**src/rtl/issue_select4.sv**
```systemverilog
// issue_select4: four-entry issue queue selector.
//
// Holds per-entry occupancy (valid_q) and operand readiness (rdy_q). An
// entry requests issue when it is both valid and ready. One requester is
// chosen round-robin starting at ptr_q and is presented on issue_addr, which
// feeds a 4:1 operand/instruction mux directly. A presented grant that is
// not accepted is locked until the downstream unit takes it.
//
// Ports:
//   clk          rising-edge clock
//   reset        synchronous, active-high reset
//   flush        clear all entries and any held grant (mispredict recovery)
//   alloc_en     write one entry this cycle
//   alloc_slot   index of the entry being written
//   alloc_rdy    operands already available at allocation
//   wakeup       per-entry operand-ready pulse
//   issue_ready  downstream accepts the presented entry this cycle
//   issue_valid  an entry is presented for issue
//   issue_addr   index of the presented entry
//   free         bit i high when entry i is unoccupied
//   count        number of occupied entries (0..4)
//   alloc_err    sticky: an allocation targeted an occupied entry
module issue_select4 (
    input  logic       clk,
    input  logic       reset,
    input  logic       flush,
    input  logic       alloc_en,
    input  logic [1:0] alloc_slot,
    input  logic       alloc_rdy,
    input  logic [3:0] wakeup,
    input  logic       issue_ready,
    output logic       issue_valid,
    output logic [1:0] issue_addr,
    output logic [3:0] free,
    output logic [2:0] count,
    output logic       alloc_err
);

    logic [3:0] valid_q;
    logic [3:0] rdy_q;
    logic [1:0] ptr_q;
    logic       lock_q;
    logic [1:0] lock_addr_q;
    logic       alloc_err_q;

    logic [3:0] request;
    logic       rr_valid;
    logic [1:0] rr_addr;
    logic [1:0] idx;

    logic       fire;
    logic       alloc_ok;
    logic [3:0] valid_n;
    logic [3:0] rdy_n;

    // Round-robin pick from registered state only. Scanning offsets from the
    // far end down lets the smallest offset from ptr_q win.
    always_comb begin
        request  = valid_q & rdy_q;
        rr_valid = 1'b0;
        rr_addr  = 2'd0;
        idx      = 2'd0;
        for (int k = 3; k >= 0; k--) begin
            idx = ptr_q + k[1:0];
            if (request[idx]) begin
                rr_valid = 1'b1;
                rr_addr  = idx;
            end
        end
        // A held grant keeps the mux address stable until it is accepted;
        // the locked entry cannot leave except by issue or flush, both of
        // which also drop the lock.
        if (lock_q) begin
            issue_valid = request[lock_addr_q];
            issue_addr  = lock_addr_q;
        end else begin
            issue_valid = rr_valid;
            issue_addr  = rr_addr;
        end
    end

    always_comb begin
        free  = ~valid_q;
        count = 3'd0;
        for (int i = 0; i < 4; i++) begin
            count = count + {2'b00, valid_q[i]};
        end
    end

    assign alloc_err = alloc_err_q;

    // Next entry state. Occupancy is judged on valid_q before the edge, so an
    // allocation aimed at the entry issuing this cycle is refused. Wakeups
    // only land on entries that are occupied or being allocated now.
    always_comb begin
        fire     = issue_valid & issue_ready;
        alloc_ok = alloc_en & ~valid_q[alloc_slot];
        valid_n  = valid_q;
        rdy_n    = rdy_q | (wakeup & valid_q);
        if (fire) begin
            valid_n[issue_addr] = 1'b0;
            rdy_n[issue_addr]   = 1'b0;
        end
        if (alloc_ok) begin
            valid_n[alloc_slot] = 1'b1;
            rdy_n[alloc_slot]   = alloc_rdy | wakeup[alloc_slot];
        end
    end

    always_ff @(posedge clk) begin
        if (reset) begin
            valid_q     <= 4'b0000;
            rdy_q       <= 4'b0000;
            ptr_q       <= 2'd0;
            lock_q      <= 1'b0;
            alloc_err_q <= 1'b0;
        end else if (flush) begin
            // ptr_q and alloc_err_q are deliberately preserved across a flush.
            valid_q <= 4'b0000;
            rdy_q   <= 4'b0000;
            lock_q  <= 1'b0;
        end else begin
            valid_q <= valid_n;
            rdy_q   <= rdy_n;
            if (fire) begin
                ptr_q <= issue_addr + 2'd1;
            end
            lock_q <= issue_valid & ~issue_ready;
            if (alloc_en & valid_q[alloc_slot]) begin
                alloc_err_q <= 1'b1;
            end
        end
    end

    // lock_addr_q is only meaningful while lock_q is set, so it needs no reset.
    always_ff @(posedge clk) begin
        if (issue_valid & ~issue_ready) begin
            lock_addr_q <= issue_addr;
        end
    end

endmodule

```
**config.mk**
```make
export PLATFORM = sky130hd
export DESIGN_NAME = issue_select4
export DESIGN_NICKNAME = d
export VERILOG_FILES = /design/src/rtl/issue_select4.sv
export SDC_FILE = /design/constraint.sdc
export NUM_CORES = 1
export LEC_CHECK = 0
export BUFFER_PORTS_ARGS = -buffer_cell sky130_fd_sc_hd__buf_2
export CAP_MARGIN = 20
export CORE_MARGIN = 2
export CORE_UTILIZATION = 56
export DETAILED_ROUTE_END_ITERATION = 16
export PLACE_DENSITY = 0.8
export SLEW_MARGIN = 20
export SYNTH_ARGS = -nofsm -noshare
export SYNTH_HDL_FRONTEND = slang
export SYNTH_SLANG_ARGS = --single-unit
```
**constraint.sdc**
```tcl
create_clock -name clk -period 3.98 [get_ports clk]
set_input_delay 0.796 -clock clk [delete_from_list [all_inputs] [get_ports clk]]
set_output_delay 0.796 -clock clk [all_outputs]
set_load 0.05 [all_outputs]
```
Yosys cells after proc, flatten, opt, wreduce, memory -nomap -nowiden
Cells that the tools add are included.

word-level totals
  word-level logic and storage cells = 76
  output and inout bits = 11
  register bits after elaboration = 14

operators by class
  multiplexer cells = 33
  $lt $le $gt $ge = 9
  bitwise operators = 16
  reductions and logical operators = 5
  add/sub/neg operators = 7

operators by type and width
  kind                   count
  $lt A2 B3 Y1 const B   7
  $and A4 B4 Y4          4
  $mux W4                4
  $bmux W1 S2            7
  $mux W1                14
  $mux W2                5
  $not A4 Y4             2
  $or A4 B4 Y4           2
  $add A2 B1 Y2 const B  2
  $add A2 B2 Y2 const B  2
  $and A1 B1 Y1          4
  $bwmux W4              1
  $demux W1 S2           2
  $ge A2 B1 Y1 const B   2
  $reduce_and A2 Y1      2
  $add A2 B1 Y3          1
  $add A3 B1 Y3          1
  $not A1 Y1             3
  $add A1 B1 Y2          1
  $logic_and A1 B1 Y1    2
  $reduce_or A2 Y1       1
  $or A1 B1 Y1           1

Logic depth before layout (Yosys ltp)
  depth in word-level cells = 17
  gate-level depth with buffers = 10
  mapped depth without buffers = 9

Worst setup path after synthesis
Ideal clock, no wire load.

  path type = reg2out
  start = reg valid_q[0]
  end = out count[1]
  cell stages (with the launch flop) = 6
  path slack = 1.208 ns
  arrival time = 1.976 ns
  cell sequence = dfxtp_1 > inv_1 > fa_1 > inv_1 > ha_1 > ha_1

between the ends
  word-level cells in the longest chain between the ends = 3

RTL lines
  what                    line  text
  start, declared         39    logic [3:0] valid_q;
  start signal, assigned  123   valid_q <= valid_n;
  $add A1 B1 Y2           86    count = count + {2'b00, valid_q[i]};
  $add A2 B1 Y3           86
  $add A3 B1 Y3           86
  end, declared           35    output logic [2:0] count,

No other way between the ends.

Worst setup path in the final report
  start = reg valid_q[1]
  end = out count[1]

Same word-level chain as after synthesis.

==> out/metrics.yaml <==
clocking:
  cts_buffer_depth: 2
  cts_hold_buffers: 0
  cts_tree: "yes"
  clk-insertion-delay-late_ps: 290
  cts_buffers: 3
  cts.htree.levels: 1
  cts_root_buffer: "clkbuf_4"
  cts.sinks: 14
  postCtsSetupBuffers: 0
  cts.clk_slew.worst_paths_ps: 100
  cts_resized: 0
setup_path:
  startpoint: "valid_q[1]"
  cp-end-kind: "output port"
  critPathKind: "register to output port"
  path_max_fanout: 8
  timing.rr.start: "valid_q[2]"
  cpPeakStageDelay_ps: 520
  worstPathArrival_ps: 2170
  reg2regPathDepth: 9
  cp_slowest_cell: "fa_1"
  cp-start-kind: "register"
  worstPathRequired_ps: 3180
  path_cells: "inv_1 > fa_1 > inv_1 > ha_1 > ha_1 > buf_2"
global_routing:
  grt.overflow.total: 0
  grt_usage: 0.254
  grt_pass1_wl_um: 3770
  grt_antenna_before_repair: 0
  grt_pass1_vias: 854
  grt_start_max_net_pins: 9
layout:
  area_delta_synth_final_pct: 15.1
  drive_gt1_frac: 0.263
  final_cell_mix: "buf_2 (22), nand2_1 (13), inv_1 (12), dfxtp_1 (12), nor2_1 (9)"
  final_common_cell: "buf_2"
  antennaDiodeCount: 0
  num-nets-final: 151
synth:
  postSynthAreaPerCell_um2: 8.60
  seq_area_frac_synth: 0.315
  synth_nets: 128
  synth_warnings: 0
  ys.flop_type: "dfxtp_1"
  synthArstFlopShare: 0
  ys_ff_latch: 14
  syn_area_um2: 955
  ys_types: 43
  synth-edff-count: 2
  syn_inst: 111
timing:
  fin_crit_sh: 0.746
  final-max-slew-violation-count: 0
  worst_pin_slew_ps: 522
  fin_crit_ps: 2970
  fin_skew_ps: 6.63
  slew_headroom: 0.648
  setup_tns_ps: 0
  rsz0062_at_grt: "false"
  setup_viol: 0
  hold_viol: 0
  fmax_mhz: 337
run_status:
  outcome: "complete, no violations"
min_path:
  hold_depth: 2
  hp-class: "register to register"
  hp-start: "alloc_err"
routing:
  wirelength_um: 2240
  drt_iter0_drc: 50
  wl_per_cell_um: 15.0
  via_per_inst: 6.10
  num_vias: 909
  postRouteAntennaNets: 0
  first_pass_iters: 4
  drc: 0
die:
  pin_count: 23
  die-width_um: 45.3
  die_area_um2: 2050
  die_y_um: 45.3
  row_count: 14
  core_um2: 1560
  start_util: 0.612
power:
  vdd_drop_max_mv: 0.240
  power.total_uw: 291
  p_leak_uw: 0.000480
  p_per_area_nw_per_um2: 265
flow_run:
  maxCapViolations: 0
placed_design:
  place.gp.congestion: 0.911
  place_hpwl_um: 1720
  io_buffers: 22
per-layer routing:
metal,track usage,wire [µm]
met1,0.323,966
met2,0.426,1070
met3,0.0520,174
met4,0.0882,35
met5,0,0
flip-flops by register name, summed over array words and instances, names as in the netlist:
register     count
valid_q          4
lock_addr_q      2
alloc_err        1
rdy_q            4
lock_q           1
ptr_q            2
layout make-up:
class                   count  area [µm²]
repair buffers             22         110
well taps                  16        20.0
flip-flops and latches     14         300
fillers                   127         460
inverters                  12        45.0
multi-input cells          81         587
clock buffers               4        36.3
through the flow:
step | cells | hold slack, ps | cell area, µm² | setup WS, ps | util
after detailed placement | 145 | 451 | 1060 | 1330 | 0.681
after CTS | 149 | 469 | 1100 | 999 | 0.705
final | 149 | 463 | 1100 | 1010 | 0.705
after global placement | 145 | 457 | 1060 | 1390 | 0.681
after floorplan | 111 | 481 | 955 | 1210 | -
after global routing | 149 | 501 | 1100 | 920 | 0.705
cell families (layout without fill, tap and decap cells):
kind of cell	count (synthesis)	count (layout)	synth area share
fa+ha+maj	5	5	0.0734
buf+inv	16	38	0.0708
mux	4	4	0.0852
compound gates	31	31	0.228
flops	14	14	0.315
simple gates	41	41	0.228
critical path: cells and delay by family, from the launching register on:
kind	cells	cell delay (ps)
DFF	1	510
buffers and inverters	3	420
adders and majority gates	3	960
Yosys cell counts (2+ instances only):
cell      number  share of area
nand3_1        3          0.016
o21ai_0        6          0.031
a21oi_1        7          0.037
nand2_1       13          0.051
a211oi_1       3          0.024
clkbuf_1       2         0.0079
edfxtp_1       2          0.063
o211ai_1       2          0.016
mux4_2         2          0.047
and3_1         2          0.013
or3_1          2          0.013
dfxtp_1       12           0.25
a31oi_1        3          0.020
ha_1           4          0.052
inv_1         12          0.047
nor2_1         9          0.035
where the power goes:
group / switching (µW) / internal [µW]
logic: 23.9 / 13.1
clock network: 50.5 / 55.7
registers: 3.14 / 145
total: 77.5 / 214
path summary, 6_finish.rpt:
kind	to	slack, ps
min reg2reg	alloc_err	460
min	alloc_err	460
max reg2reg	valid_q[1]	1960
max	count[1]	1010
Note: power is estimated with default switching activity, not from simulation.
